==> src/rtl/alu_pkg.sv <==
// Shared ALU encodings: shift-unit control codes and shift sequencer states.
package alu_pkg;

    // Shift-unit control: one single-bit step per cycle, or pass-through.
    localparam logic [1:0] SH_NONE  = 2'b00;
    localparam logic [1:0] SH_RIGHT = 2'b01;
    localparam logic [1:0] SH_LEFT  = 2'b10;

    // Shift sequencer states.
    typedef enum logic [1:0] {
        ST_IDLE  = 2'b00,
        ST_SHIFT = 2'b01,
        ST_DONE  = 2'b10
    } seq_state_e;

    // Map a captured direction bit (1 = left) onto the shift-unit code.
    function automatic logic [1:0] shamt_for_dir(input logic dir_left);
        return dir_left ? SH_LEFT : SH_RIGHT;
    endfunction

endpackage

==> src/rtl/shift_sequencer.sv <==
// Multi-bit shift controller: drives the external single-step shift unit once
// per clock, folding its result back into an accumulator until the requested
// count is exhausted, then presents the result with a one-cycle done pulse.
module shift_sequencer
    import alu_pkg::*;
#(
    parameter int N    = 8,
    parameter int CNTW = 3
) (
    input  logic            clk,
    input  logic            rst_n,
    input  logic            start,
    input  logic [N-1:0]    din,
    input  logic            dir,
    input  logic [CNTW-1:0] count,
    input  logic [N-1:0]    su_dataout,
    output logic [N-1:0]    su_dataa,
    output logic [1:0]      su_shamt,
    output logic [N-1:0]    dout,
    output logic            busy,
    output logic            done
);

    localparam logic [CNTW-1:0] CNT_ZERO = {CNTW{1'b0}};
    localparam logic [CNTW-1:0] CNT_ONE  = {{(CNTW-1){1'b0}}, 1'b1};

    seq_state_e      state_q, state_d;
    logic [N-1:0]    acc_q, acc_d;
    logic [CNTW-1:0] rem_q, rem_d;
    logic            dir_q, dir_d;
    logic [N-1:0]    dout_q, dout_d;

    // Next-state and datapath update; operands are captured only when idle.
    always_comb begin
        state_d = state_q;
        acc_d   = acc_q;
        rem_d   = rem_q;
        dir_d   = dir_q;
        dout_d  = dout_q;
        case (state_q)
            ST_IDLE: begin
                if (start) begin
                    acc_d = din;
                    rem_d = count;
                    dir_d = dir;
                    if (count != CNT_ZERO) begin
                        state_d = ST_SHIFT;
                    end else begin
                        // Zero-length shift: result is the operand itself.
                        state_d = ST_DONE;
                        dout_d  = din;
                    end
                end else begin
                    state_d = ST_IDLE;
                end
            end
            ST_SHIFT: begin
                acc_d = su_dataout;
                rem_d = rem_q - CNT_ONE;
                if (rem_q == CNT_ONE) begin
                    // Last step: take the shift unit's output straight into dout.
                    dout_d  = su_dataout;
                    state_d = ST_DONE;
                end else begin
                    state_d = ST_SHIFT;
                end
            end
            ST_DONE: begin
                state_d = ST_IDLE;
            end
            default: begin
                state_d = ST_IDLE;
            end
        endcase
    end

    // State and datapath registers; reset aborts any operation and clears dout.
    always_ff @(posedge clk or negedge rst_n) begin
        if (!rst_n) begin
            state_q <= ST_IDLE;
            acc_q   <= {N{1'b0}};
            rem_q   <= CNT_ZERO;
            dir_q   <= 1'b0;
            dout_q  <= {N{1'b0}};
        end else begin
            state_q <= state_d;
            acc_q   <= acc_d;
            rem_q   <= rem_d;
            dir_q   <= dir_d;
            dout_q  <= dout_d;
        end
    end

    // Shift-unit control decodes from registered state only, so it never glitches to 11.
    always_comb begin
        su_shamt = SH_NONE;
        case (state_q)
            ST_SHIFT: su_shamt = shamt_for_dir(dir_q);
            ST_IDLE:  su_shamt = SH_NONE;
            ST_DONE:  su_shamt = SH_NONE;
            default:  su_shamt = SH_NONE;
        endcase
    end

    assign su_dataa = acc_q;
    assign dout     = dout_q;
    assign busy     = (state_q != ST_IDLE);
    assign done     = (state_q == ST_DONE);

endmodule

==> config.mk <==
export PLATFORM = sky130hd
export DESIGN_NAME = shift_sequencer
export DESIGN_NICKNAME = d
export VERILOG_FILES = /design/src/rtl/alu_pkg.sv /design/src/rtl/shift_sequencer.sv
export SDC_FILE = /design/constraint.sdc
export NUM_CORES = 1
export LEC_CHECK = 0
export CELL_PAD_IN_SITES_DETAIL_PLACEMENT = 1
export CELL_PAD_IN_SITES_GLOBAL_PLACEMENT = 1
export CORE_UTILIZATION = 29
export CTS_CLUSTER_SIZE = 20
export DETAILED_ROUTE_END_ITERATION = 16
export PLACE_DENSITY = 0.71
export SLEW_MARGIN = 10
export SYNTH_ARGS = -nofsm -noshare
export SYNTH_HDL_FRONTEND = slang
export SYNTH_SLANG_ARGS = --single-unit
==> constraint.sdc <==
create_clock -name clk -period 1.4 [get_ports clk]
set_input_delay 0.28 -clock clk [delete_from_list [all_inputs] [get_ports clk]]
set_output_delay 0.28 -clock clk [all_outputs]
set_load 0.1 [all_outputs]
Yosys cells after proc, flatten, opt, wreduce, memory -nomap -nowiden. Index checks and enable logic that the tools add are counted.

Eq/ne operators: 6. Muxes and demuxes: 14. Reductions and logical operators: 7. Multipliers: 0. Div/mod/pow operators: 0. $lt $le $gt $ge: 0. Bitwise logic cells: 0. $add $sub $neg: 1. Shift-type cells: 0.

Operator list (number): $mux W8 (4); $pmux W8 S2 (2); $mux W2 (5); $ne A2 B2 Y1 const B (3); $pmux W3 S2 (1); $pmux W2 S2 (1); $reduce_and A2 Y1 (2); $reduce_and A4 Y1 (1); $reduce_bool A2 Y1 (2); $eq A3 B1 Y1 const B (1); $mux W3 (1); $reduce_bool A3 Y1 (1); $sub A3 B1 Y3 const B (1); $eq A2 B1 Y1 const B (1); $eq A2 B2 Y1 const B (1); $logic_not A2 Y1 (1).

Flip-flop bits (word level): 22. Output and inout port bits: 20. Memory bits (read-only): 0. Word-level logic and storage cells: 33. Latch bits: 0. Memories: 0. Input bits: 23. Memory bits (writable): 0.

Depth between registers and ports, before layout. Gate-level depths: netlist (run 1).

Depth in word-level cells: 4. Depth in mapped cells: 7. Mapped depth without buffers: 5.

Worst setup path after synthesis (run 1). Ideal clock, no wire load.

Path kind: reg2out. Start point: register state_q[1]. End point: output su_shamt[0]. Data required time: 1.120 ns. Path buffers: 1. Arrival time: 2.075 ns. Cell stages (with the launch flop): 4. Slack: -0.955 ns. Cells stage by stage: dfrtp_1 > or2b_1 > buf_2 > nor2_1.

Cells in the longest elaborated chain, start to end: 2.

Ends and longest elaborated chain: from (decl) (line shift_sequencer.sv:27) `seq_state_e state_q, state_d;`; from (signal assigned) (line shift_sequencer.sv:86) `state_q <= state_d;`; $eq A2 B1 Y1 (line shift_sequencer.sv:97) `case (state_q)`; $mux W2 (line shift_sequencer.sv:97); to (decl) (line shift_sequencer.sv:18) `output logic [1:0] su_shamt,`.

Every way passes these cells.

Final worst setup path (run 1).
Start point: register state_q[0]. End point: output su_shamt[0].

The elaborated chain is that of the path after synthesis.

==> results_dict.tcl, run 1 <==
set metrics [dict create \
    worstPathMaxFanout 5 \
    port_buffers 42 \
    vias_per_cell 4.79 \
    ios 43 \
    endpoint_kind "primary output" \
    synth-seq-area-share_pct 49.0 \
    num_antenna_cells 0 \
    fp.dieW_um 64.2 \
    numCtsBuffers 3 \
    hold_class "input port to async pin" \
    drive_above_1_share_pct 38.2 \
    clkTransAtPathRegs_ps 80 \
    setup_violations 24 \
    core_area_um2 3690 \
    met1_usage_pct 20.2 \
    top_usage_layer "met2" \
    grt_max_degree 23 \
    grtUsageTotal_pct 17.8 \
    synth_edf_count 0 \
    grt_pass1_vias 1183 \
    cp.arrival_ps 1290 \
    start_util_pct 30.5 \
    syn_inst 103 \
    cts_tree "built" \
    finClkSkew_ps 0.864 \
    gr-total-overflow 0 \
    slew_viol_final 0 \
    htree_levels 1 \
    finalCritPeriodShare_pct 112 \
    yosys_warnings 0 \
    antenna_found_initial 0 \
    drc 0 \
    cp_data_required_time_ps 1120 \
    grt_setup_unrepaired "yes" \
    critPathKind "flop to primary output" \
    dp_cells 200 \
    drv_cap 0 \
    cts_buffer_depth 2 \
    synth_nets 128 \
    syn_avg_cell_area_um2 10.9 \
    place_congestion 0.741 \
    place_ws_ps -351 \
    outcome "complete, but fails checks" \
    final_cell_count_no_fill 213 \
    synthArstFlopShare_pct 100 \
    max_slew_margin_pct 79.0 \
    fin_util_pct 56.7 \
    failed_checks "negative setup slack" \
    rows 22 \
    worst_pin_slew_ps 315 \
    final.min_clock_period_ps 1570 \
    ys_seq_elements 22 \
    synth_ff_type "dfrtp_1" \
    die-area_um2 4130 \
    dp_hpwl_um 2310 \
    grt_first_pass_wirelength_um 5590 \
    finalHoldViolCount 0 \
    setup_ws_ps -174 \
    cts.sinks 22 \
    area_growth_pct 86.2 \
    nets 191 \
    met3_usage_pct 4.46 \
    die_y_um 64.2 \
    syn_area_um2 1120 \
    setup_tns_ps -2560 \
    grt_use_met2_pct 33.8 \
    max_freq_mhz 635 \
    first_pass_iters 4 \
    drt-initial-drc-count 11 \
    postCtsHoldBufs 0 \
    wl_per_cell_um 16.6 \
    detail_route.wirelength_um 3540 \
    clkLatencyLatePin_ps 260 \
    startpoint_type "flop" \
    synth.distinct_cells 27 \
    ctsRootBufferMaster "clkbuf_8" \
    detail-route-antenna-nets 0 \
    vias 1021 \
]
-- layer usage --
layer	vias to the layer above	wire, um
met5	-	0
met4	0	0
met3	0	167
met2	29	1940
met1	496	1430
li1	496	-
-- logic make-up (layout without fill, tap and decap cells) --
group                      after synthesis  after routing  synth area share (%)
xor gates and xnor gates                 1              1                 0.780
adders and majority gates                2              2                  2.23
and+or+nand+nor                         28             28                  13.5
AOI/OAI and AO/OA                       27             27                  16.5
DFF                                     22             22                  49.0
muxes                                   12             12                  10.9
buffers and inverters                   11             73                  7.13
-- Yosys cell counts, types with 2 or more instances --
cell / count / area share (%)
a221oi_1: 8 / 6.2
a31oi_1: 8 / 4.5
buf_4: 2 / 1.3
buf_6: 4 / 4.0
dfrtp_1: 22 / 49
ha_1: 2 / 2.2
inv_1: 3 / 1.0
mux2_2: 2 / 2.0
mux2i_1: 10 / 8.9
nand2_1: 17 / 5.7
nor2b_1: 2 / 1.1
o21ai_1: 8 / 3.6
-- final timing paths --
| check | from | end | slack [ps] | cells past startpoint |
|---|---|---|---|---|
| max | state_q[0] | su_shamt[0] | -170 | 3 |
| min | rst_n | dout[1] | 370 | 2 |
| max reg2reg | state_q[1] | dir_q | -160 | 5 |
| min reg2reg | rem_q[0] | rem_q[0] | 550 | 1 |
| max in group asynchronous | rst_n | state_q[0] | 780 | 2 |
| min in group clk | start | state_q[0] | 460 | 3 |
-- worst max-delay path: stages (launching register included) --
cell,delay [ps]
dfrtp_2,430
or2b_4,300
nor2_4,110
buf_12,180
-- metrics by stage --
stage          instance area [um2]  hold WS, ps
2_1_floorplan                 1140        -15.6
3_3_place_gp                  1890          509
3_5_place_dp                  1890          527
4_1_cts                       2040          372
5_1_grt                       2090          378
6_report                      2090          366
-- cell type report --
class                   count  area, um2
multi-input cells          70        548
inverters                   3       11.3
repair buffers             66        865
flip-flops and latches     22        553
fillers                   403       1600
clock buffers               4       55.1
well taps                  48       60.1
-- registers in the layout (all words and copies together) (netlist names) --
register  cells
dir_q         1
dout          8
rem_q         3
state_q       2
su_dataa      8
-- cells in the final DEF (no fill, tap or decap), drive strengths merged, types with 2 or more instances in the layout --
cell / count
a31oi: 8
clkdlybuf4s50: 21
ha: 2
dfrtp: 22
a221oi: 8
nor2b: 2
clkbuf: 4
buf: 43
mux2: 2
mux2i: 10
o21ai: 8
nand2: 17
inv: 3
-- repair_timing --
action                                 in CTS  in global routing
gates resized for setup                     6                  8
endpoints found under the hold margin       0                  0
setup buffers                               6                  1
pin swaps                                   3                  1
setup endpoints to repair                  15                 25
cloned                                      2                  0
Power of run 1 is not shown: default switching activity piles up to over one toggle a cycle in this logic, so the estimate is an artifact.
==> run 2: changes to the inputs <==
- GPL_ROUTABILITY_DRIVEN: not set -> 0
==> results of run 2 <==
Final layout, timing and power as in run 1 (identical DEF).
Power of run 2 is left out for the same reason.
==> patch (flow settings as in run 2) <==
Make the reset (`rst_n`) synchronous in one clocked block.
--- a/src/rtl/shift_sequencer.sv
+++ b/src/rtl/shift_sequencer.sv
@@ -77,3 +77,3 @@
     // State and datapath registers; reset aborts any operation and clears dout.
-    always_ff @(posedge clk or negedge rst_n) begin
+    always_ff @(posedge clk) begin
         if (!rst_n) begin
Formal check against the unedited RTL: differs if rst_n is asserted again (counterexample within 4 cycles, from zero or initial values and one cycle with rst_n low); with rst_n held inactive, the same outputs for 10 cycles.
==> patch against run 2 <==
- sequential cell count is the same
- core utilization rose by 2.2 points
- critical endpoint unchanged
- area after synthesis is 7.7% higher
- design area grew 13%
- clock skew grew 0.0044 ns
- the flow still finishes with violations (negative setup slack)
- setup slack improved by 0.089 ns
- routed wire length increased by 34%
- global-route usage up 4.4 points
==> patch: results (changes against run 2) <==
Result of the run: finished with violations (unchanged). Failing checks: negative setup slack (unchanged). The number of filler instances in the final layout is 415 (was 403). The instance count after placement with tap cells included came out at 239 (was 200). The highest layer used for signal routing was met4 (was met3). The fraction of registers with async set or reset after synthesis is 0% (was 100%). The wire length of the first global-routing pass is 7240 µm (was 5590 µm). The share of the synthesized area in compound gates (AO/OA/AOI/OAI) is 25.5% (was 16.5%).

The sequential cell area fraction in the yosys report was 36.4% (was 49.0%). The fraction of area in multi-input gates is 36.1% (was 26.2%). The met3 layer wire length in the routed design is 149 µm (was 167 µm).

The maximum number of pins on one net before global-route repair came out at 19 (was 23). The layout cell share with drive strength beyond 1 came out at 44.1% (was 38.2%). The iteration-0 DRC count of the detailed router came out at 37 (was 11). The post-place instance area is 2080 µm² (was 1890 µm²). The gate count after technology mapping is 138 (was 103). The area used by sequential logic in the layout is 450 µm² (was 553 µm²). The total nets after synthesis was 163 (was 128). The met2 global-route usage was 41.8% (was 33.8%).

The clock-cell share of area is 1.75% (was 2.63%). The number of failing setup endpoints in the final timing report came out at 16 (was 24). The core box area is 4000 µm² (was 3690 µm²).

The number of nets in the final layout is 229 (was 191). The cell with the biggest individual delay on the critical path was dfxtp_4 (was dfrtp_2). The relative slew slack came out at 73.5% (was 79.0%). The via count of the first global-routing pass is 1425 (was 1183). The post-synthesis adder-cell area fraction is 2.07% (was 2.23%). The final core utilization is 59.0% (was 56.7%). The dominant cell type by area after synthesis is dfxtp_1 (was dfrtp_1). The final wirelength is 4760 µm (was 3540 µm). The average wire per cell in the routed design is 18.9 µm (was 16.6 µm). The met3 global-route usage is 2.23% (was 4.46%). The number of ordinary and repair buffers in the finished layout is 71 (was 66).

The setup slack of the critical path after layout came out at -0.0854 ns (was -0.174 ns). The multi-input logic cell count is 92 (was 70). The post-CTS repair timing setup buffer count came to 7 (was 6). The worst setup timing slack at the placement stage came out at -0.414 ns (was -0.351 ns).

Cell types with the largest area share after synthesis: dfxtp_1, a221oi_1, a311oi_1, and3b_1, nand2_1 (was dfrtp_1, mux2i_1, a221oi_1, nand2_1, a31oi_1). The data arrival at the endpoint of the critical path came out at 1.21 ns (was 1.29 ns). The count of distinct cell types in the synthesized netlist came out at 31 (was 27).
## patch: cell types whose count changed after synthesis, moves of 4 or more
cell | run 2 | this run
dfrtp_1 | 22 | 0
o21ai_1 | 8 | 0
a21oi_1 | 0 | 4
mux2i_1 | 10 | 1
inv_1 | 3 | 13
nor2_1 | 1 | 12
a31oi_1 | 8 | 0
dfxtp_1 | 0 | 22
and3b_1 | 0 | 8
buf_2 | 1 | 5
a311oi_1 | 0 | 8
a221oi_1 | 8 | 16
## patch: path summary, 6_finish.rpt
check	start	endpoint	slack, ns	cells after the start
worst min-delay path	rem_q[1]$_SDFFE_PN0P_	rem_q[1]$_SDFFE_PN0P_	0.49	2
worst max-delay path	state_q[1]$_SDFF_PN0_	su_shamt[0]	-0.09	4
worst max register to register	rem_q[1]$_SDFFE_PN0P_	dout[2]$_SDFFE_PN0P_	-0.05	6
worst min register to register	rem_q[1]$_SDFFE_PN0P_	rem_q[1]$_SDFFE_PN0P_	0.49	2
